$ cat config.mk
export PLATFORM = sky130hd
export DESIGN_NAME = fake_tdc_gen
export DESIGN_NICKNAME = d
export VERILOG_FILES = /design/src/rtl/fake_tdc_gen.sv
export SDC_FILE = /design/constraint.sdc
export NUM_CORES = 1
export LEC_CHECK = 0
export BUFFER_PORTS_ARGS = -buffer_cell sky130_fd_sc_hd__buf_2
export CORE_UTILIZATION = 53
export DETAILED_ROUTE_END_ITERATION = 10
export GPL_ROUTABILITY_DRIVEN = 0
export PLACE_DENSITY = 0.76
export SYNTH_ARGS = -nofsm -noshare
export SYNTH_HDL_FRONTEND = slang
export SYNTH_SLANG_ARGS = --single-unit
export TNS_END_PERCENT = 30
$ cat constraint.sdc
create_clock -name clk -period 4.53 [get_ports clk]
set_input_delay 1.359 -clock clk [delete_from_list [all_inputs] [get_ports clk]]
set_output_delay 1.359 -clock clk [all_outputs]
set_load 0.01 [all_outputs]
$ cat src/rtl/fake_tdc_gen.sv
// Fake TDC event source: emits {ch_id, payload} words at a programmable interval with a FIFO handshake.
// Optional macro FAKE_TDC_LFSR_EN switches the payload from a sequence counter to a 16-bit LFSR.
module fake_tdc_gen #(
    parameter int          N_CH      = 4,
    parameter int          DATA_W    = 16,
    parameter int          CNT_W     = 30,
    parameter int          DROP_W    = 16,
    parameter logic [15:0] LFSR_SEED = 16'hACE1
) (
    input  logic                                  clk,
    input  logic                                  rst,
    input  logic                                  enable,
    input  logic [CNT_W-1:0]                      period,
    input  logic                                  fifo_full,
    input  logic                                  f_FIFO_writing_done,
    output logic                                  wr_en,
    output logic [DATA_W-1:0]                     data,
    output logic [((N_CH > 1) ? $clog2(N_CH) : 1)-1:0] ch_id,
    output logic                                  busy,
    output logic [DROP_W-1:0]                     drop_cnt
);

    localparam int CH_W  = (N_CH > 1) ? $clog2(N_CH) : 1;
    localparam int SEQ_W = DATA_W - CH_W;
    localparam logic [CNT_W-1:0] CNT_ONE = {{(CNT_W-1){1'b0}}, 1'b1};
    localparam logic [CH_W-1:0]  CH_LAST = CH_W'(N_CH - 1);

    typedef enum logic [1:0] {
        IDLE      = 2'd0,
        DELAY     = 2'd1,
        SEND      = 2'd2,
        WAIT_DONE = 2'd3
    } state_t;

    state_t              state_r, state_next_s;
    logic [CNT_W-1:0]    cntr_r, cntr_next_s;
    logic [CNT_W-1:0]    per_r, per_next_s, per_in_s;
    logic [CH_W-1:0]     ch_id_r, ch_id_next_s;
    logic                wr_en_r, wr_en_next_s;
    logic [DATA_W-1:0]   data_r, data_next_s;
    logic                busy_r, busy_next_s;
    logic [DROP_W-1:0]   drop_cnt_r, drop_cnt_next_s;
    logic [SEQ_W-1:0]    payload_s;
    logic                advance_s;
    logic                write_s;

    function automatic logic [CH_W-1:0] next_ch(input logic [CH_W-1:0] ch);
        if (ch == CH_LAST) begin
            return {CH_W{1'b0}};
        end else begin
            return ch + {{(CH_W-1){1'b0}}, 1'b1};
        end
    endfunction

`ifdef FAKE_TDC_LFSR_EN
    logic [15:0] lfsr_r, lfsr_next_s;

    // Fibonacci LFSR, taps 16,14,13,11
    function automatic logic [15:0] lfsr_step(input logic [15:0] v);
        return {v[14:0], v[15] ^ v[13] ^ v[12] ^ v[10]};
    endfunction

    // Payload source and its advance
    always_comb begin
        payload_s   = SEQ_W'(lfsr_r);
        lfsr_next_s = lfsr_r;
        if (advance_s) begin
            lfsr_next_s = lfsr_step(lfsr_r);
        end else begin
            lfsr_next_s = lfsr_r;
        end
    end
`else
    logic [SEQ_W-1:0] seq_r, seq_next_s;

    // Payload source and its advance
    always_comb begin
        payload_s  = seq_r;
        seq_next_s = seq_r;
        if (advance_s) begin
            seq_next_s = seq_r + {{(SEQ_W-1){1'b0}}, 1'b1};
        end else begin
            seq_next_s = seq_r;
        end
    end
`endif

    // State register
    always_ff @(posedge clk or posedge rst) begin
        if (rst) begin
            state_r <= IDLE;
        end else begin
            state_r <= state_next_s;
        end
    end

    // Next-state logic; an accepted write always completes regardless of enable
    always_comb begin
        state_next_s = state_r;
        case (state_r)
            IDLE:      state_next_s = enable ? DELAY : IDLE;
            DELAY: begin
                if (!enable) begin
                    state_next_s = IDLE;
                end else if (cntr_r == per_r - CNT_ONE) begin
                    state_next_s = SEND;
                end else begin
                    state_next_s = DELAY;
                end
            end
            SEND:      state_next_s = fifo_full ? DELAY : WAIT_DONE;
            WAIT_DONE: begin
                if (f_FIFO_writing_done) begin
                    state_next_s = enable ? DELAY : IDLE;
                end else begin
                    state_next_s = WAIT_DONE;
                end
            end
            default:   state_next_s = IDLE;
        endcase
    end

    // Next values of the registered outputs and datapath
    always_comb begin
        per_in_s  = (period == {CNT_W{1'b0}}) ? CNT_ONE : period;
        write_s   = (state_r == SEND) && !fifo_full;
        advance_s = ((state_r == SEND) && fifo_full) ||
                    ((state_r == WAIT_DONE) && f_FIFO_writing_done);

        if ((state_next_s == DELAY) && (state_r == DELAY)) begin
            cntr_next_s = cntr_r + CNT_ONE;
        end else begin
            cntr_next_s = {CNT_W{1'b0}};
        end

        if ((state_next_s == DELAY) && (state_r != DELAY)) begin
            per_next_s = per_in_s;
        end else begin
            per_next_s = per_r;
        end

        wr_en_next_s = (state_next_s == WAIT_DONE);
        busy_next_s  = (state_next_s != IDLE);
        data_next_s  = write_s ? {ch_id_r, payload_s} : data_r;
        ch_id_next_s = advance_s ? next_ch(ch_id_r) : ch_id_r;

        if ((state_r == SEND) && fifo_full && (drop_cnt_r != {DROP_W{1'b1}})) begin
            drop_cnt_next_s = drop_cnt_r + {{(DROP_W-1){1'b0}}, 1'b1};
        end else begin
            drop_cnt_next_s = drop_cnt_r;
        end
    end

    // Datapath and output registers
    always_ff @(posedge clk or posedge rst) begin
        if (rst) begin
            cntr_r     <= {CNT_W{1'b0}};
            per_r      <= CNT_ONE;
            ch_id_r    <= {CH_W{1'b0}};
            wr_en_r    <= 1'b0;
            data_r     <= {DATA_W{1'b0}};
            busy_r     <= 1'b0;
            drop_cnt_r <= {DROP_W{1'b0}};
`ifdef FAKE_TDC_LFSR_EN
            lfsr_r     <= LFSR_SEED;
`else
            seq_r      <= {SEQ_W{1'b0}};
`endif
        end else begin
            cntr_r     <= cntr_next_s;
            per_r      <= per_next_s;
            ch_id_r    <= ch_id_next_s;
            wr_en_r    <= wr_en_next_s;
            data_r     <= data_next_s;
            busy_r     <= busy_next_s;
            drop_cnt_r <= drop_cnt_next_s;
`ifdef FAKE_TDC_LFSR_EN
            lfsr_r     <= lfsr_next_s;
`else
            seq_r      <= seq_next_s;
`endif
        end
    end

    assign wr_en    = wr_en_r;
    assign data     = data_r;
    assign ch_id    = ch_id_r;
    assign busy     = busy_r;
    assign drop_cnt = drop_cnt_r;

endmodule
==> reports/qor.yml, run 1 <==
outcome: "finished, final reports clean"
criticalPathCategory: "flip-flop to flip-flop"
cts_hold_buf: 0
io_buffers: 70
utilization_pct: 61.62
min_period_over_period_pct: 74.63
grt_setup_unrepaired: "false"
fin_crit_ps: 3381
maxSlewHeadroom_pct: 34.79
clock_path_buffers: 2
fin_total_pwr_mw: 2.121
netlist_instances: 569
tns_ps: 0
min_path_type: "flip-flop to flip-flop"
syn_to_final_growth_pct: 11.65
clockRootBuffer: "clkbuf_16"
crit_slowest_cell: "or4b_1"
min_delay_worst_endpoint: "payload_s[13]"
cts_buffers: 9
grt_antenna_before_repair: 0
ys_warn_count: 0
cts_setup_buffers: 0
synth.top_cell.area_share_pct: 45.63
ant_nets: 0
dieArea_um2: 11920
grt_pass1_wl_um: 21290
worst_pin_slew_ps: 978.1
r2r_slack_ps: 1150
ctsResizeCount: 0
synthTopCellsByArea: "dfrtp_1 46%, mux2_2 8.5%, xnor2_1 6.9%"
final-setup-viol-count: 0
drt_iter0_markers: 317
synth-edff-count: 0
dieWidth_um: 109.2
worst-path-buf-inv: 2
seq_area_frac_synth_pct: 46.06
synth_cell_types: 60
start_util_pct: 55.18
grt_pass1_vias: 4418
crit_path_end_kind: "flip-flop"
fmax_mhz: 295.8
num_rows: 38
dp_hpwl_um: 9074
fp.coreArea_um2: 11030
fillers: 881
fin_nets: 670
cp.required_ps: 4750
place_ws_ps: 1160
wl_um: 12850
finalHoldViolCount: 0
grt_max_degree: 81
yosys.area.top_type: "dfrtp_1"
powerDensity_nw_per_um2: 312.0
n_antenna_cell: 0
setup_ws_ps: 1149
ff2ff_path_depth: 10
worstPathArrival_ps: 3600
grt-ovfl-total: 0
fin_worst_hold_slack_ps: 482.2
rr_endpoint: "cntr_r[3]"
vias: 4525
dr.pass1.iters: 5
drc: 0
final_max_slew_viol_count: 0
syn-num-nets: 609
ys_seq_elements: 112
max_stage_delay_ps: 680
hold_depth: 1
vdd_ir_drop_max_uv: 308.8
synthFlopType: "dfrtp_1"
p_leak_nw: 2.976
clock_latency_ps: 360
wire_per_inst_um: 16.61
ios: 71
cp_max_fo: 32
vias_per_cell: 5.846
cts_tree: "built"
crit_chain: "inv_1 > ha_1 > or4b_1 > nor3_2 > o2111ai_1 > a2111oi_0 > nor4b_2 > and4_1 > buf_4 > a211oi_1"
finClkSkew_ps: 6.692
r2r-start: "per_r[0]"
die_y_um: 109.2
start_kind: "flip-flop"
clkTransAtPathRegs_ps: 70
syn_area_um2: 6087
worst_path_dominant_cell_family: "simple AND/OR/NAND/NOR gates"
htreeDepth: 3
max_cap_viol_count: 0
syn_avg_cell_area_um2: 10.70
holdCritStartpoint: "payload_s[13]"
drive_gt1_share_pct: 24.45
ys_async_sr_fraction_pct: 100.0
cts.sink_count: 112
track_usage_pct: 23.14
## metal layers
metal	global-route usage (%)	vias up	part of all wire, %
met3	4.901	16	5.7
met2	36.25	146	45
met5	0	-	0
li1	-	2182	-
met4	7.429	0	1.4
met1	32.04	2181	48
## sequential cells by signal, summed over array words and instances, names as in the netlist
name / count
cntr_r: 30
per_r: 30
data: 16
drop_cnt: 16
payload_s: 14
ch_id: 2
state_r: 2
busy: 1
wr_en: 1
## where the power goes
part / leakage [nW] / switching [mW] / internal (mW)
Combinational: 1.36 / 0.130 / 0.111
Sequential: 1.48 / 0.0731 / 1.04
Clock: 0.139 / 0.386 / 0.380
Total: 2.98 / 0.589 / 1.53
## cell usage after synthesis (9+ instances only)
cell	n
dfrtp_1	111
xnor2_1	48
mux2_2	46
xor2_1	44
a211oi_1	33
nor2_1	33
nand2_1	31
nand3_1	27
nand4_1	21
clkbuf_1	15
inv_1	15
nor3_1	14
nor4_1	12
and3_1	11
o21ai_0	9
## kinds of logic (layout without fill, tap and decap cells)
| logic type | count (synthesis) | count (layout) | synth area share (%) |
|---|---|---|---|
| AOI/OAI and AO/OA | 71 | 71 | 8.469 |
| xor gates and xnor gates | 92 | 92 | 13.24 |
| adders and majority gates | 5 | 5 | 1.028 |
| buffers and inverters | 41 | 106 | 3.659 |
| DFF | 112 | 112 | 46.06 |
| muxes | 48 | 48 | 8.859 |
| and+or+nand+nor | 200 | 200 | 18.68 |
## stage by stage
step	cells	area (µm²)
detailed placement	759	6518
floorplan	569	6087
CTS	774	6797
finish	774	6797
global placement	759	6518
global route	774	6797
## how the worst max path moves through the flow
stage / startpoint / end / slack [ps] / depth (start not counted)
final: per_r[0] / cntr_r[3] / 1150 / 10
after detailed placement: per_r[0] / cntr_r[26] / 1160 / 10
after global placement: per_r[0] / cntr_r[27] / 1250 / 10
after global routing: per_r[0] / cntr_r[26] / 1010 / 10
after CTS: per_r[0] / cntr_r[26] / 1140 / 10
after floorplan: rst / busy / 210 / 1
## cell usage in the layout, fill, tap and decap left out, types with 3 or more instances in the layout
cell type,count
nor3_1,14
nand2_1,31
and2_1,5
xnor2_1,48
dfrtp_1,111
nor4b_1,4
clkinv_4,3
clkbuf_16,9
a211oi_1,33
o21ai_0,9
buf_4,5
nand4_1,21
xor2_1,44
mux2_2,46
nand2b_1,4
nor4_1,12
and4_1,5
nor2b_1,5
ha_1,5
and3_1,11
inv_1,14
nand3b_1,3
nor2_1,33
or3_1,8
buf_2,70
a21oi_1,6
a31oi_1,3
nand3_1,27
## cell type report
cell class,count,area [µm²],share of cell area (%)
flip-flops and latches,112,2804,41.26
clock inverters,6,53.80,0.7916
multi-input cells,416,3072,45.20
repair buffers,76,407.9,6.001
inverters,15,58.81,0.8652
well taps,140,175.2,2.577
clock buffers,9,225.2,3.314
(Power assumes the default switching activity.)
==> run 2: changes to the inputs <==
--- a/config.mk
+++ b/config.mk
@@ -6,10 +6,10 @@
 export NUM_CORES = 1
 export LEC_CHECK = 0
 export BUFFER_PORTS_ARGS = -buffer_cell sky130_fd_sc_hd__buf_2
-export CORE_UTILIZATION = 53
+export CORE_UTILIZATION = 59
 export DETAILED_ROUTE_END_ITERATION = 10
 export GPL_ROUTABILITY_DRIVEN = 0
-export PLACE_DENSITY = 0.76
+export PLACE_DENSITY = 0.81
 export SYNTH_ARGS = -nofsm -noshare
 export SYNTH_HDL_FRONTEND = slang
 export SYNTH_SLANG_ARGS = --single-unit
==> constraint.sdc (replaced) <==
create_clock -name clk -period 3.3 [get_ports clk]
set_input_delay 0.99 -clock clk [delete_from_list [all_inputs] [get_ports clk]]
set_output_delay 0.99 -clock clk [all_outputs]
set_load 0.01 [all_outputs]
==> run 2 against run 1 <==
Net effect: via count increased by 4.5%; global-route usage increased by 3.2 points; critical path depth is the same; first-iteration DRC count is 6.6% lower; maximum frequency rose by 9.9%; worst hold slack worse by 5.2 ps; sequential share of layout area fell by 0.25 points; routed wire length increased by 5.0%; sequential power grew 38%; clock power grew 0.5%; critical path type unchanged; highest routed layer unchanged.
==> reports/qor.yml, run 2 (synthesized netlist as in run 1, its figures left out) <==
min_period_over_period_pct: 93.18
worst_pin_slew_ps: 912.3
clock_path_buffers: 2
grt-ovfl-total: 0
clock_latency_ps: 380
reg.largest.list: "cntr_r (30), per_r (30)"
dieWidth_um: 103.6
grt_pass1_vias: 4687
maxSlewHeadroom_pct: 39.00
ios: 71
tns_ps: 0
io_buffers: 70
drc: 0
r2r_slack_ps: 220
vdd_ir_drop_max_uv: 363.3
hold_depth: 1
crit_slowest_cell: "nor2_4"
grt_setup_unrepaired: "false"
crit_chain: "inv_1 > ha_1 > buf_4 > or4b_1 > nor3_4 > nand4_1 > a211oi_1 > and3b_1 > nor2_4 > a211oi_1"
crit_path_end_kind: "flip-flop"
fmax_mhz: 325.2
grt_pass1_wl_um: 22800
max_cap_viol_count: 0
powerDensity_nw_per_um2: 389.4
max_stage_delay_ps: 590
utilization_pct: 69.32
cts_tree: "built"
die_y_um: 103.6
start_util_pct: 61.71
crit_path_frequent_cell: "a211oi_1"
htreeDepth: 3
dieArea_um2: 10730
dp_hpwl_um: 9836
final-setup-viol-count: 0
grt_max_degree: 53
cts.sink_count: 112
drt_iter0_markers: 296
cp_max_fo: 30
mostFrequentLayoutCells: "111 x dfrtp_1, 70 x buf_2, 48 x xnor2_1"
wl_um: 13500
placed_cell_area_um2: 6648
vias: 4730
final_max_slew_viol_count: 0
outcome: "finished, final reports clean"
fin_crit_ps: 3075
dr.pass1.iters: 7
clockRootBuffer: "clkbuf_8"
cts_setup_buffers: 0
cp.required_ps: 3530
worst-path-buf-inv: 2
criticalPathCategory: "flip-flop to flip-flop"
ff2ff_path_depth: 10
drive_gt1_share_pct: 26.46
finalHoldViolCount: 0
worstPathArrival_ps: 3300
fin_worst_hold_slack_ps: 477.1
p_leak_nw: 3.013
track_usage_pct: 26.36
crit_cells: 10
final_common_cell: "dfrtp_1"
cts_buffers: 9
finClkSkew_ps: 13.04
syn_to_final_growth_pct: 12.33
final_cell_area_um2: 6838
start_kind: "flip-flop"
fp.coreArea_um2: 9864
min_path_type: "flip-flop to flip-flop"
n_antenna_cell: 0
grt_antenna_before_repair: 0
wire_per_inst_um: 17.25
ant_nets: 0
vias_per_cell: 6.041
clkTransAtPathRegs_ps: 100
num_rows: 36
worst_path_dominant_cell_family: "simple AND/OR/NAND/NOR gates"
fin_nets: 685
[run 2: timing repair]
item	in CTS	in global routing
setup endpoints to repair	30	32
pin swaps	0	2
resized for setup	2	1
hold buffers	0	0
[run 2: area by class of cell]
class	count	area, µm²
inverter	15	60.06
clock inverter	7	55.05
sequential	112	2804
fill	729	3027
multi-input combinational	416	3083
tap	133	166.4
timing repair buffer	91	545.5
clock buffer	9	123.9
[run 2: path summary, 6_finish.rpt]
| check | from | endpoint |
|---|---|---|
| max reg2reg | per_r[1] | cntr_r[14] |
| min | payload_s[13] | payload_s[13] |
| min reg2reg | payload_s[13] | payload_s[13] |
| max | per_r[1] | cntr_r[14] |
| min in group asynchronous | rst | cntr_r[1] |
| max in group asynchronous | rst | payload_s[0] |
[run 2: where the power goes]
group | switching [mW] | internal, mW
clock | 0.484 | 0.286
sequential | 0.0974 | 1.43
combinational | 0.195 | 0.172
total | 0.777 | 1.89
[run 2: routing by layer]
| metal | vias to the layer above | routed length, µm | global-route usage (%) |
|---|---|---|---|
| met3 | 24 | 970 | 5.664 |
| li1 | 2207 | - | - |
| met5 | - | 0 | 0 |
| met2 | 175 | 6537 | 43.19 |
| met4 | 0 | 199 | 9.006 |
| met1 | 2324 | 5795 | 34.79 |
[run 2: stage by stage]
stage | cells | worst slack (ps) | total power, mW
detailed placement | 767 | -108.0 | 1.906
finish | 783 | 224.9 | 2.662
global route | 783 | 23.39 | 2.773
global placement | 767 | 52.68 | 1.888
floorplan | 569 | 623.5 | 1.785
CTS | 783 | 55.24 | 2.677
==> run 3: changes to the inputs <==
==> constraint.sdc (replaced) <==
create_clock -name clk -period 3.1 [get_ports clk]
set_input_delay 0.93 -clock clk [delete_from_list [all_inputs] [get_ports clk]]
set_output_delay 0.93 -clock clk [all_outputs]
set_load 0.01 [all_outputs]
==> run 3 against run 2 <==
Net effect: sequential cell count is the same; clock-buffer cell count grew 2; sequential share of layout area shrank 1.1 points; critical endpoint is now cntr_r[22]; worst setup slack lost 120 ps; clock power grew 4.3%; clock skew grew 2.9 ps; first-iteration DRC count shrank 8.4%; die area is the same; routed wire length shrank 1.2%; sequential power grew 4%; largest power group unchanged.
==> reports/qor.yml, run 3 (synthesized netlist as in run 1, its figures left out) <==
track_usage_pct: 25.81
place_ws_ps: -325.8
p_comb_share_pct: 16.4
finClkSkew_ps: 15.94
fin_crit_ps: 2993
crit_end: "cntr_r[22]"
htreeDepth: 3
start_util_pct: 61.71
clockRootBuffer: "clkbuf_8"
cp.required_ps: 3390
cts.sink_count: 112
maxSlewHeadroom_pct: 43.52
cts_buffers: 9
fp.coreArea_um2: 9864
ff2ff_path_depth: 12
final_common_cell: "dfrtp_1"
vias: 4755
grt_pass1_vias: 4593
r2r_slack_ps: 110
max_stage_delay_ps: 500
min_period_over_period_pct: 96.54
p_leak_nw: 3.105
wire_per_inst_um: 16.61
cp_max_fo: 16
dp_hpwl_um: 9664
wl_um: 13340
finalHoldViolCount: 0
vias_per_cell: 5.922
n_antenna_cell: 0
switching_share_pct: 28.85
drc: 0
worst_path_dominant_cell_family: "simple AND/OR/NAND/NOR gates"
clock_path_buffers: 2
criticalPathCategory: "flip-flop to flip-flop"
syn_to_final_growth_pct: 15.42
fmax_mhz: 334.1
internal-power_mw: 2.041
fin_total_pwr_mw: 2.868
die_y_um: 103.6
grt_max_degree: 40
mostFrequentLayoutCells: "111 x dfrtp_1, 70 x buf_2, 48 x xnor2_1"
drive_gt1_share_pct: 29.55
grt_pass1_wl_um: 22200
start_kind: "flip-flop"
dieWidth_um: 103.6
io_buffers: 70
grt_setup_unrepaired: "true"
num_rows: 36
power.switching_mw: 0.8276
crit_chain: "inv_1 > ha_1 > buf_4 > or4b_4 > buf_4 > nor4_4 > mux2_1 > a21oi_2 > nor4_1 > and4_4 > clkbuf_16 > a211oi_1"
powerDensity_nw_per_um2: 408.3
r2r-start: "per_r[1]"
utilization_pct: 71.22
fin_nets: 705
seqPwrFrac_pct: 55.6
ant_nets: 0
drt_iter0_markers: 271
clkPwrFrac_pct: 28.0
hold_depth: 1
max_cap_viol_count: 0
fin_worst_hold_slack_ps: 488.7
clkTransAtPathRegs_ps: 110
dr.pass1.iters: 5
critPathLaunch: "per_r[1]"
outcome: "finished, final reports clean"
crit_cells: 12
crit_path_frequent_cell: "buf_4"
reg.largest.list: "cntr_r (30), per_r (30)"
worst_pin_slew_ps: 844.6
clock_latency_ps: 390
worst-path-buf-inv: 4
crit_slowest_cell: "or4b_4"
setup_ws_ps: 107.2
final_max_slew_viol_count: 0
crit_path_end_kind: "flip-flop"
final-setup-viol-count: 0
rr_endpoint: "cntr_r[22]"
min_path_type: "flip-flop to flip-flop"
worstPathArrival_ps: 3290
grt_antenna_before_repair: 0
grt-ovfl-total: 0
ios: 71
tns_ps: 0
dieArea_um2: 10730
vdd_ir_drop_max_uv: 393.8
cts_tree: "built"
-- run 3: power by group through the flow --
stage          combinational, mW  clock (mW)  sequential, mW
4_1_cts                    0.457       0.828            1.59
6_report                   0.471       0.803            1.59
2_1_floorplan              0.291           0            1.61
5_1_grt                    0.512       0.886            1.60
3_3_place_gp               0.434           0            1.62
3_5_place_dp               0.451           0            1.62
-- run 3: repair_timing --
action                                  in CTS  in global routing
gates cloned                                 0                  2
gates resized for setup                      3                 10
pin swaps                                    0                  4
endpoints found under the setup margin      32                 32
hold buffers                                 0                  0
setup buffers                                0                  1
-- run 3: area by class of cell --
class                           count  area, µm²
Multi-Input combinational cell    417       3131
Fill cell                         722       2839
Sequential cell                   112       2804
Timing Repair Buffer              110      693.2
Tap cell                          133      166.4
Clock buffer                       11      131.4
Inverter                           15      60.06
Clock inverter                      5      40.04
-- run 3: through the flow --
stage	area, µm²	cells
2_1_floorplan	6091	569
3_3_place_gp	6763	784
3_5_place_dp	6763	784
4_1_cts	6945	800
5_1_grt	7025	803
6_report	7025	803
-- run 3: worst min path at each step --
stage / from / end / slack, ps
after floorplan: payload_s[13] / payload_s[13] / 440
after global placement: payload_s[13] / payload_s[13] / 460
after detailed placement: payload_s[13] / payload_s[13] / 480
after CTS: payload_s[13] / payload_s[13] / 490
after global routing: payload_s[13] / payload_s[13] / 520
final: payload_s[13] / payload_s[13] / 490
-- run 3: routing by layer --
| layer | routed length, µm | vias to the layer above | global-route usage (%) |
|---|---|---|---|
| li1 | - | 2246 | - |
| met1 | 5918 | 2321 | 35.46 |
| met2 | 6293 | 162 | 40.80 |
| met3 | 841 | 26 | 5.664 |
| met4 | 288 | 0 | 8.489 |
| met5 | 0 | - | 0 |
